<file path="src/rtl/dof_pkg.sv">
`default_nettype none
// +--------------------------------------------------------------------+
// | dof_pkg : opcode map, control encodings and control-word type      |
// | Rev 1.0                                                            |
// +--------------------------------------------------------------------+
package dof_pkg;

    localparam logic [6:0] OP_NOP = 7'b0000000;
    localparam logic [6:0] OP_ADD = 7'b0000010;
    localparam logic [6:0] OP_SUB = 7'b0000101;
    localparam logic [6:0] OP_SLT = 7'b1100101;
    localparam logic [6:0] OP_AND = 7'b0001000;
    localparam logic [6:0] OP_OR  = 7'b0001010;
    localparam logic [6:0] OP_XOR = 7'b0001100;
    localparam logic [6:0] OP_ST  = 7'b0000001;
    localparam logic [6:0] OP_LD  = 7'b0100001;
    localparam logic [6:0] OP_ADI = 7'b0100010;
    localparam logic [6:0] OP_SBI = 7'b0100101;
    localparam logic [6:0] OP_NOT = 7'b0101110;
    localparam logic [6:0] OP_ANI = 7'b0101000;
    localparam logic [6:0] OP_ORI = 7'b0101010;
    localparam logic [6:0] OP_XRI = 7'b0101100;
    localparam logic [6:0] OP_AIU = 7'b1100010;
    localparam logic [6:0] OP_SIU = 7'b1000101;
    localparam logic [6:0] OP_MOV = 7'b1000000;
    localparam logic [6:0] OP_LSL = 7'b0110010;
    localparam logic [6:0] OP_LSR = 7'b0110001;
    localparam logic [6:0] OP_JMR = 7'b1100001;
    localparam logic [6:0] OP_BZ  = 7'b0100000;
    localparam logic [6:0] OP_BNZ = 7'b1100000;
    localparam logic [6:0] OP_JMP = 7'b1000100;
    localparam logic [6:0] OP_JML = 7'b0000111;

    localparam logic [4:0] FS_A   = 5'b00000;
    localparam logic [4:0] FS_ADD = 5'b00010;
    localparam logic [4:0] FS_SUB = 5'b00101;
    localparam logic [4:0] FS_AND = 5'b01000;
    localparam logic [4:0] FS_OR  = 5'b01010;
    localparam logic [4:0] FS_XOR = 5'b01100;
    localparam logic [4:0] FS_NOT = 5'b01110;
    localparam logic [4:0] FS_SHR = 5'b10100;
    localparam logic [4:0] FS_SHL = 5'b11000;

    localparam logic [1:0] MD_FU  = 2'b00;
    localparam logic [1:0] MD_MEM = 2'b01;
    localparam logic [1:0] MD_SLT = 2'b10;

    localparam logic [1:0] BS_NONE = 2'b00;
    localparam logic [1:0] BS_ZERO = 2'b01;
    localparam logic [1:0] BS_JR   = 2'b10;
    localparam logic [1:0] BS_JMP  = 2'b11;

    typedef struct packed {
        logic       rw;
        logic [1:0] md;
        logic [1:0] bs;
        logic       ps;
        logic       mw;
        logic [4:0] fs;
        logic       mb;
        logic       ma;
        logic       cs;
    } ctrl_t;

    function automatic ctrl_t cw(input logic rw, input logic [1:0] md,
                                 input logic [1:0] bs, input logic ps,
                                 input logic mw, input logic [4:0] fs,
                                 input logic mb, input logic ma,
                                 input logic cs);
        ctrl_t c;
        c.rw = rw; c.md = md; c.bs = bs; c.ps = ps; c.mw = mw;
        c.fs = fs; c.mb = mb; c.ma = ma; c.cs = cs;
        return c;
    endfunction

endpackage
`default_nettype wire

</file>
<file path="src/rtl/dof_instr_decoder.sv">
`default_nettype none
// +--------------------------------------------------------------------+
// | dof_instr_decoder : opcode -> control word, purely combinational   |
// | Rev 1.0                                                            |
// +--------------------------------------------------------------------+
module dof_instr_decoder
    import dof_pkg::*;
(
    input  logic [6:0] i_opcode,
    output ctrl_t      o_ctrl
);

    always_comb begin
        o_ctrl = '0;
        case (i_opcode)
            //               RW    MD      BS       PS    MW    FS      MB    MA    CS
            OP_ADD: o_ctrl = cw(1'b1, MD_FU,  BS_NONE, 1'b0, 1'b0, FS_ADD, 1'b0, 1'b0, 1'b0);
            OP_SUB: o_ctrl = cw(1'b1, MD_FU,  BS_NONE, 1'b0, 1'b0, FS_SUB, 1'b0, 1'b0, 1'b0);
            OP_SLT: o_ctrl = cw(1'b1, MD_SLT, BS_NONE, 1'b0, 1'b0, FS_SUB, 1'b0, 1'b0, 1'b0);
            OP_AND: o_ctrl = cw(1'b1, MD_FU,  BS_NONE, 1'b0, 1'b0, FS_AND, 1'b0, 1'b0, 1'b0);
            OP_OR:  o_ctrl = cw(1'b1, MD_FU,  BS_NONE, 1'b0, 1'b0, FS_OR,  1'b0, 1'b0, 1'b0);
            OP_XOR: o_ctrl = cw(1'b1, MD_FU,  BS_NONE, 1'b0, 1'b0, FS_XOR, 1'b0, 1'b0, 1'b0);
            OP_ST:  o_ctrl = cw(1'b0, MD_FU,  BS_NONE, 1'b0, 1'b1, FS_A,   1'b0, 1'b0, 1'b0);
            OP_LD:  o_ctrl = cw(1'b1, MD_MEM, BS_NONE, 1'b0, 1'b0, FS_A,   1'b0, 1'b0, 1'b0);
            OP_ADI: o_ctrl = cw(1'b1, MD_FU,  BS_NONE, 1'b0, 1'b0, FS_ADD, 1'b1, 1'b0, 1'b1);
            OP_SBI: o_ctrl = cw(1'b1, MD_FU,  BS_NONE, 1'b0, 1'b0, FS_SUB, 1'b1, 1'b0, 1'b1);
            OP_NOT: o_ctrl = cw(1'b1, MD_FU,  BS_NONE, 1'b0, 1'b0, FS_NOT, 1'b0, 1'b0, 1'b0);
            OP_ANI: o_ctrl = cw(1'b1, MD_FU,  BS_NONE, 1'b0, 1'b0, FS_AND, 1'b1, 1'b0, 1'b0);
            OP_ORI: o_ctrl = cw(1'b1, MD_FU,  BS_NONE, 1'b0, 1'b0, FS_OR,  1'b1, 1'b0, 1'b0);
            OP_XRI: o_ctrl = cw(1'b1, MD_FU,  BS_NONE, 1'b0, 1'b0, FS_XOR, 1'b1, 1'b0, 1'b0);
            OP_AIU: o_ctrl = cw(1'b1, MD_FU,  BS_NONE, 1'b0, 1'b0, FS_ADD, 1'b1, 1'b0, 1'b0);
            OP_SIU: o_ctrl = cw(1'b1, MD_FU,  BS_NONE, 1'b0, 1'b0, FS_SUB, 1'b1, 1'b0, 1'b0);
            OP_MOV: o_ctrl = cw(1'b1, MD_FU,  BS_NONE, 1'b0, 1'b0, FS_A,   1'b0, 1'b0, 1'b0);
            OP_LSL: o_ctrl = cw(1'b1, MD_FU,  BS_NONE, 1'b0, 1'b0, FS_SHL, 1'b1, 1'b0, 1'b0);
            OP_LSR: o_ctrl = cw(1'b1, MD_FU,  BS_NONE, 1'b0, 1'b0, FS_SHR, 1'b1, 1'b0, 1'b0);
            OP_JMR: o_ctrl = cw(1'b0, MD_FU,  BS_JR,   1'b0, 1'b0, FS_A,   1'b0, 1'b0, 1'b0);
            OP_BZ:  o_ctrl = cw(1'b0, MD_FU,  BS_ZERO, 1'b0, 1'b0, FS_A,   1'b1, 1'b0, 1'b1);
            OP_BNZ: o_ctrl = cw(1'b0, MD_FU,  BS_ZERO, 1'b1, 1'b0, FS_A,   1'b1, 1'b0, 1'b1);
            OP_JMP: o_ctrl = cw(1'b0, MD_FU,  BS_JMP,  1'b0, 1'b0, FS_A,   1'b1, 1'b0, 1'b1);
            // Jump-and-link routes PC-1 through the A path so the FU passes it to R[DR]
            OP_JML: o_ctrl = cw(1'b1, MD_FU,  BS_JMP,  1'b0, 1'b0, FS_A,   1'b1, 1'b1, 1'b1);
            default: o_ctrl = '0;
        endcase
    end

endmodule
`default_nettype wire

</file>
<file path="src/rtl/dof.sv">
`default_nettype none
// +--------------------------------------------------------------------+
// | dof : decode/operand-fetch stage, outputs form the DOF/EX register |
// | Rev 1.0                                                            |
// +--------------------------------------------------------------------+
module dof
    import dof_pkg::*;
(
    input  logic        clk,
    input  logic        rst_n,
    input  logic [15:0] PCM1,
    input  logic [31:0] IR,
    input  logic [31:0] ADATA,
    input  logic [31:0] BDATA,
    output logic [4:0]  AA,
    output logic [4:0]  BA,
    output logic        RW,
    output logic [4:0]  DA,
    output logic [1:0]  MD,
    output logic [1:0]  BS,
    output logic        PS,
    output logic        MW,
    output logic [4:0]  FS,
    output logic [31:0] ABUS,
    output logic [31:0] BBUS
);

    ctrl_t       w_ctrl;
    logic [31:0] w_const;
    logic [31:0] w_a;
    logic [31:0] w_b;

    logic        r_rw;
    logic [4:0]  r_da;
    logic [1:0]  r_md;
    logic [1:0]  r_bs;
    logic        r_ps;
    logic        r_mw;
    logic [4:0]  r_fs;
    logic [31:0] r_abus;
    logic [31:0] r_bbus;

    dof_instr_decoder u_decoder (
        .i_opcode (IR[31:25]),
        .o_ctrl   (w_ctrl)
    );

    assign AA = IR[19:15];
    assign BA = IR[14:10];

    assign w_const = w_ctrl.cs ? {{17{IR[14]}}, IR[14:0]} : {17'b0, IR[14:0]};
    assign w_a     = w_ctrl.ma ? {16'b0, PCM1} : ADATA;
    assign w_b     = w_ctrl.mb ? w_const : BDATA;

    always_ff @(posedge clk or negedge rst_n) begin
        if (!rst_n) begin
            r_rw   <= 1'b0;
            r_da   <= 5'd0;
            r_md   <= 2'b00;
            r_bs   <= 2'b00;
            r_ps   <= 1'b0;
            r_mw   <= 1'b0;
            r_fs   <= 5'd0;
            r_abus <= 32'd0;
            r_bbus <= 32'd0;
        end else begin
            r_rw   <= w_ctrl.rw;
            r_da   <= IR[24:20];
            r_md   <= w_ctrl.md;
            r_bs   <= w_ctrl.bs;
            r_ps   <= w_ctrl.ps;
            r_mw   <= w_ctrl.mw;
            r_fs   <= w_ctrl.fs;
            r_abus <= w_a;
            r_bbus <= w_b;
        end
    end

    assign RW   = r_rw;
    assign DA   = r_da;
    assign MD   = r_md;
    assign BS   = r_bs;
    assign PS   = r_ps;
    assign MW   = r_mw;
    assign FS   = r_fs;
    assign ABUS = r_abus;
    assign BBUS = r_bbus;

endmodule
`default_nettype wire

</file>
<file path="config.mk">
export PLATFORM = sky130hd
export DESIGN_NAME = dof
export DESIGN_NICKNAME = d
export VERILOG_FILES = /design/src/rtl/dof_pkg.sv /design/src/rtl/dof_instr_decoder.sv /design/src/rtl/dof.sv
export SDC_FILE = /design/constraint.sdc
export NUM_CORES = 1
export LEC_CHECK = 0
export ABC_AREA = 1
export CORE_MARGIN = 2
export CORE_UTILIZATION = 38
export CTS_BUF_LIST = sky130_fd_sc_hd__clkbuf_8
export DETAILED_ROUTE_END_ITERATION = 16
export PLACE_DENSITY = 0.94
export SLEW_MARGIN = 20
export SYNTH_ARGS = -nofsm -noshare
export SYNTH_HDL_FRONTEND = slang
export SYNTH_SLANG_ARGS = --single-unit
</file>
<file path="constraint.sdc">
create_clock -name clk -period 0.8 [get_ports clk]
set_input_delay 0.16 -clock clk [delete_from_list [all_inputs] [get_ports clk]]
set_output_delay 0.16 -clock clk [all_outputs]
set_load 0.005 [all_outputs]
</file>
# Word-level counts from Yosys, hierarchy flattened
# Index checks and enable logic that the tools add are counted.
op_classes:
  eq_ne: 24
  muxes: 4
ops:
  columns: ["operator", "n"]
  rows:
  - ["$pmux W15 S24", 1]
  - ["$mux W32", 3]
  - ["$eq A7 B6 Y1 const B", 10]
  - ["$eq A7 B7 Y1 const B", 7]
  - ["$eq A7 B4 Y1 const B", 3]
  - ["$eq A7 B3 Y1 const B", 2]
  - ["$eq A7 B1 Y1 const B", 1]
  - ["$eq A7 B2 Y1 const B", 1]
word_totals:
  reg_bits: 81
  inputBits: 114
  word_cells: 37
  out_inout_bits: 91

# Logic depth before layout (Yosys ltp)
# Gate-level depths: netlist of the first run.
depth:
  ltp_word: 4
  ltp_mapped: 11
  depth_no_buf: 10

# Modules after synthesis
# From an unflattened synthesis of the first run, not the netlist that was laid out.
hier_totals:
  cells_unflattened: 362
  hier_area_um2: 3254.4
modules_own_cells:
  columns: ["mod", "cells_per_inst", "n_inst", "seq_area_each_um2", "area_each_um2"]
  rows:
  - ["dof", 264, 1, 2026.9, 2821.5]
  - ["dof_instr_decoder", 98, 1, 0.0, 432.9]

# Least setup slack after synthesis of the first run
# Ideal clock, no wire load.
synth_path:
  path_kind: "input port to flip-flop"
  start: "input IR[26]"
  end: "register r_bbus[10] (netlist: BBUS[10])"
  setup_time_ps: 116
  n_path_buf: 1
  setup_slack_ps: -400
  t_required_ps: 684
  t_arrival_ps: 1083
  path_stages: 11
  path_cell_list: "inv_1 nor2_1 nand2_2 inv_1 nand2_2 nand2_2 nor2_1 nand3_4 buf_6 nand2_1 nand2_1"
synth_between:
  elab_chain_cells: 3
  elab_cells_between_ends: 26
  classes_between: "24 x eq/ne; 2 x mux"
synth_lines:
  columns: ["item", "line", "source"]
  rows:
  - ["from (decl)", "dof.sv:12", "input logic [31:0] IR,"]
  - ["$eq A7 B3 Y1 (tied with other cells)", "dof_instr_decoder.sv:15", "case (i_opcode)"]
  - ["$pmux W15 S24 (*)", "dof_instr_decoder.sv:15", null]
  - ["$mux W32 (*)", "dof.sv:53", "assign w_b = w_ctrl.mb ? w_const : BDATA;"]
  - ["named net w_b[10]", "dof.sv:31", "logic [31:0] w_b;"]
  - ["to (signal assigned)", "dof.sv:75", "r_bbus <= w_b;"]
  - ["to (decl)", "dof.sv:41", "logic [31:0] r_bbus;"]
# Mark *: on every way through the listed nets, which the timed path passes. The rest lies on a longest branch.

# Final worst setup path of the first run
layout_path:
  start: "input IR[30]"
  end: "register r_bbus[0] (netlist: BBUS[0])"
# The elaborated chain is that of the path after synthesis.

==> results of run 1 <==
-- final cells by class --
cell class	count	area, um2
Timing Repair Buffer	272	2490
Sequential cell	81	2030
Fill cell	516	2020
Multi-Input combinational cell	231	1560
Inverter	35	165
Tap cell	108	135
Clock buffer	9	124
Clock inverter	7	119
-- cell families after synthesis --
family          Yosys count
flops                    81
buf+inv                  57
simple gates            224
compound gates            6
-- report_power, final --
part	switching [mW]	internal, mW
combinational	0.894	1.09
sequential	0.0788	4.35
clock	1.56	2.08
-- sequential cells by signal, indices dropped and copies added, names as in the netlist --
| signal | count |
|---|---|
| ABUS | 32 |
| BBUS | 32 |
| DA | 5 |
| FS | 5 |
| BS | 2 |
| MD | 2 |
| MW | 1 |
| PS | 1 |
| RW | 1 |
-- critical path: stages --
cell and delay (ns):
buf_4 0.14, buf_6 0.12, nand3_4 0.09, nor2_2 0.06
nor2_2 0.17, nand2_2 0.10, nor2_4 0.17, buf_6 0.17
buf_16 0.16, nand3_2 0.07, nand2_1 0.08
-- per-layer routing --
metal	wire length (um)	GRT usage, %
met5	0	0
met4	690	16.3
met3	892	5.80
met2	7880	54.4
met1	5010	31.0
-- cells in the mapped netlist, drive strengths merged --
library cell and instances:
nand2 126, dfrtp 81, nor2 48, nand3 43
inv 35, buf 21, nor3 5, a21oi 2
o2111ai 2, clkbuf 1, nand4 1, o211ai 1
o21ai 1, or2 1
-- metrics by stage --
stage / hold WS (ns) / setup TNS [ns] / instances / setup slack, ns
after CTS: 0.0926 / -30.25 / 738 / -0.284
after global placement: 0.165 / -86.72 / 683 / -1.06
after global routing: 0.0907 / -36.67 / 743 / -0.431
final: 0.0956 / -32.46 / 743 / -0.413
after floorplan: -0.136 / -14.91 / 368 / -0.344
after detailed placement: 0.170 / -92.01 / 683 / -1.12
-- worst min path at each step --
stage / cells past startpoint / startpoint / slack (ns) / end
3_3_place_gp: 2 / rst_n / 0.17 / ABUS[21]
5_1_grt: 3 / IR[29] / 0.09 / FS[0]
3_5_place_dp: 2 / rst_n / 0.17 / ABUS[25]
4_1_cts: 3 / IR[29] / 0.09 / FS[0]
2_1_floorplan: 0 / rst_n / -0.14 / ABUS[0]
6_report: 3 / IR[29] / 0.1 / FS[0]
-- timing repair --
item                       in CTS  in global routing
setup endpoints to repair     162                152
hold endpoints to repair       81                  0
pin swaps                      54                 16
buffers inserted               30                  5
resized for setup             501                 55
hold buffers                    1                  0
cloned                          9                  0
==> flow_summary.yaml, run 1 <==
sta:
  rsz0062_at_grt: "true"
  finalCriticalPeriod_ns: 1.21
  period_share_pct: 152
  slew-limit-headroom_pct: 75.2
  fmax_mhz: 824
  finalSetupViolCount: 152
  setup_slack_ns: -0.413
  hold_viol: 0
  slew_violations: 0
  worst_pin_slew_ns: 0.372
final_layout:
  syn_to_final_growth_pct: 96.8
  final_cell_area_um2: 6610
  final_nets: 744
  final_common_cell: "clkdlybuf4s50_1"
  final_core_util_pct: 76.6
  final_cell_mix: "95 x clkdlybuf4s50_1, 85 x buf_2, 81 x dfrtp_1"
  drive_gt1_share_pct: 50.1
  diodes: 0
routing:
  vias_per_cell: 4.96
  ant_nets: 0
  drt_iter0_drc: 139
  remaining_drc_errors: 0
  vias: 3688
  totalWireLength_um: 14500
  post_drt_wl_per_cell_um: 19.5
  drt-pass1-iter-count: 4
synth:
  synth_area_leader_cell: "dfrtp_1"
  synth_seq_area_share_pct: 60.3
  synth_cells: 368
  synthAdderAreaFrac_pct: 0
  synth_compound_area_share_pct: 1.86
  yosys.area_share.simple_pct: 29.3
  synth_cell_types: 23
  muxShareOfSynthArea_pct: 0
  syn_nets: 482
  avgSynthCellArea_um2: 9.13
  synth-seq-cells: 81
  synth-xor-area-share_pct: 0
  synth_top_area_share_pct: 60.3
  synthesis.area_um2: 3360
  synth_top_family_by_area: "simple AND/OR/NAND/NOR gates"
  synth_area_leaders: "dfrtp_1 60%, nand2_1 14%, nand3_1 6.0%"
  yosys_warnings: 0
clock_tree:
  ctsRootBufferMaster: "clkbuf_8"
  tritoncts: "yes"
  cts.clk_slew.worst_paths_ns: 0.08
  htreeDepth: 3
  clock_sinks: 81
  cts.path.max_buffers: 2
  cts_buffers: 9
worst_setup_path:
  arrival_ns: 1.49
  path_max_fanout: 8
  endpoint: "BBUS[0]"
  cp_data_required_time_ns: 1.08
  worstSetupEndpointType: "register"
  crit_type: "primary input to register"
  setup.worst_path.start_class: "primary input"
  startpoint: "IR[30]"
grt:
  first_global_vias: 4138
  overflow: 0
  track_usage_pct: 29.4
  grt_max_degree: 54
  grt_antenna_before_repair: 0
  grt_pass1_wl_um: 21900
outcome:
  status: "finished with violations"
  failed_checks: "negative setup slack"
floorplanning:
  ios: 205
  num_rows: 34
  core-area_um2: 8640
  die_x_um: 98.0
  die_y_um: 98.0
  die_area_um2: 9610
  start_util_pct: 38.9
placement:
  gp_congestion: 0.879
  dpl_cell_area_um2: 5670
  portBuffers: 194
  hpwl_um: 8170
hold_path:
  hp-class: "primary input to register"
power_and_ir_drop:
  finalPower_mw: 10.0
  peakVddDrop_mv: 0.886
  leakage_nw: 3.50
  powerDensity_nw_per_um2: 1520
run:
  maxCapViolCount: 0
Note: power is estimated with default switching activity, not from simulation.
==> run 2, diff against run 1 <==
--- a/config.mk
+++ b/config.mk
@@ -6,7 +6,6 @@
 export NUM_CORES = 1
 export LEC_CHECK = 0
 export ABC_AREA = 1
-export CORE_MARGIN = 2
 export CORE_UTILIZATION = 38
 export CTS_BUF_LIST = sky130_fd_sc_hd__clkbuf_8
 export DETAILED_ROUTE_END_ITERATION = 16
==> run 2 against run 1 <==
The run still ends with negative setup slack left. Critical endpoint unchanged. Die area fell by 4.0%. Worst hold slack improved by 0.034 ns. Count of clock-buffer cells in the layout rose by 2. Highest routed layer unchanged.
==> flow_summary.yaml, run 2 (synthesis results as in run 1) <==
hold_path:
  hold_depth: 4
  holdPathEnd: "MW"
  hp-start: "IR[26]"
  hp-class: "primary input to register"
placement:
  dpl_cell_area_um2: 5650
  portBuffers: 194
  hpwl_um: 7680
  gp_congestion: 0.957
worst_setup_path:
  path_max_fanout: 7
  cp_data_required_time_ns: 1.08
  cpPeakStageDelay_ns: 0.27
  worstPathCellList: "buf_12 > nor2_4 > nand2_4 > buf_6 > a21oi_4 > nor2_8 > buf_6 > nand3_4 > nand2_1 > nand2_1"
  cp_slowest_cell: "a21oi_4"
  worstSetupEndpointType: "register"
  setup.worst_path.start_class: "primary input"
  arrival_ns: 1.48
  startpoint: "IR[28]"
  crit_type: "primary input to register"
final_layout:
  final_cell_area_um2: 6590
  regArea_um2: 2030
  diodes: 0
  final_common_cell: "clkdlybuf4s50_1"
  drive_gt1_share_pct: 50.0
  final_cell_mix: "95 x clkdlybuf4s50_1, 81 x dfrtp_1, 81 x buf_2"
  multi_input_area_um2: 1550
  nFillCells: 478
  syn_to_final_growth_pct: 96.1
  final_nets: 743
power_and_ir_drop:
  leakage_nw: 3.45
  finalPower_mw: 9.65
  powerDensity_nw_per_um2: 1460
  peakVddDrop_mv: 0.833
grt:
  overflow: 0
  grt_antenna_before_repair: 0
  grt_pass1_wl_um: 18200
  grt_max_degree: 45
  first_global_vias: 3649
  track_usage_pct: 27.0
sta:
  hold_ws_ns: 0.130
  finalSetupViolCount: 150
  finalCriticalPeriod_ns: 1.19
  fmax_mhz: 840
  slew_violations: 0
  hold_viol: 0
  period_share_pct: 149
  slew-limit-headroom_pct: 67.0
  rsz0062_at_grt: "true"
  worst_pin_slew_ns: 0.491
  setup_slack_ns: -0.390
routing:
  vias: 3705
  remaining_drc_errors: 0
  vias_per_cell: 5.01
  drt_iter0_drc: 146
  totalWireLength_um: 14100
  ant_nets: 0
  post_drt_wl_per_cell_um: 19.1
  drt-pass1-iter-count: 4
clock_tree:
  cts_buffers: 9
  ctsRootBufferMaster: "clkbuf_8"
  htreeDepth: 3
  tritoncts: "yes"
  cts.clk_slew.worst_paths_ns: 0.09
  cts.path.max_buffers: 2
  clock_sinks: 81
floorplanning:
  die_area_um2: 9220
  die_x_um: 96.0
  die_y_um: 96.0
  num_rows: 33
  ios: 205
  core-area_um2: 8380
  start_util_pct: 40.1
outcome:
  failed_checks: "negative setup slack"
  status: "finished with violations"
run:
  maxCapViolCount: 0
run 2: cell count changes in the layout (fill, tap and decap cells not counted), sizes merged:
cell / before / now
buf: 171 / 165
clkbuf: 9 / 13
clkdlybuf4s15: 0 / 3
bufinv: 3 / 1
clkinvlp: 2 / 3
inv: 35 / 34
run 2: critical path, delay by kind of cell:
family / cells / cell delay (ns)
AND/OR/NAND/NOR: 6 / 0.65
AO/OA/AOI/OAI: 1 / 0.27
buffers and inverters: 3 / 0.38
run 2: final cells by class:
type	instances	share of cell area, %
clock inverter	5	0.949
timing repair buffer	271	38.0
inverter	35	2.54
tap	105	1.99
sequential	81	30.8
multi-input combinational	231	23.5
clock buffer	11	2.30
run 2: worst max path at each step:
stage	endpoint	slack [ns]	depth (start not counted)
after floorplan	BBUS[10]	-0.34	10
after global placement	BBUS[13]	-1.04	10
after detailed placement	BBUS[7]	-1.09	10
after CTS	BBUS[21]	-0.33	12
after global routing	BBUS[0]	-0.41	10
final	BBUS[0]	-0.39	10
run 2: through the flow:
stage               setup TNS [ns]  setup WS, ns  util [%]  instances
floorplan                   -14.91        -0.344         -        368
global placement            -86.21         -1.04      67.4        676
detailed placement          -89.89         -1.09      67.4        676
CTS                         -30.87        -0.326      74.9        728
global route                -38.23        -0.411      78.6        739
finish                      -33.83        -0.390      78.6        739
run 2: metal layers:
metal | global-route usage (%) | wire length [um] | up-vias
met5 | 0 | 0 | -
met4 | 15.9 | 680 | 0
li1 | - | - | 1656
met3 | 5.13 | 1050 | 61
met2 | 49.1 | 7450 | 221
met1 | 28.9 | 4950 | 1767
run 2: report_power, final:
group	total, mW	leakage [nW]	internal [mW]	switching (mW)
clock network	3.26	0.102	1.63	1.63
registers	4.42	0.975	4.35	0.0754
logic	1.96	2.38	1.08	0.879
run 2: timing repair:
action                                  CTS  global route
gates cloned                              8             4
gates resized for setup                 488            62
buffers inserted                         31            10
endpoints found under the hold margin    81             0
pin swaps                                53            48
hold buffers                              1             0
endpoints found under the setup margin  162           149
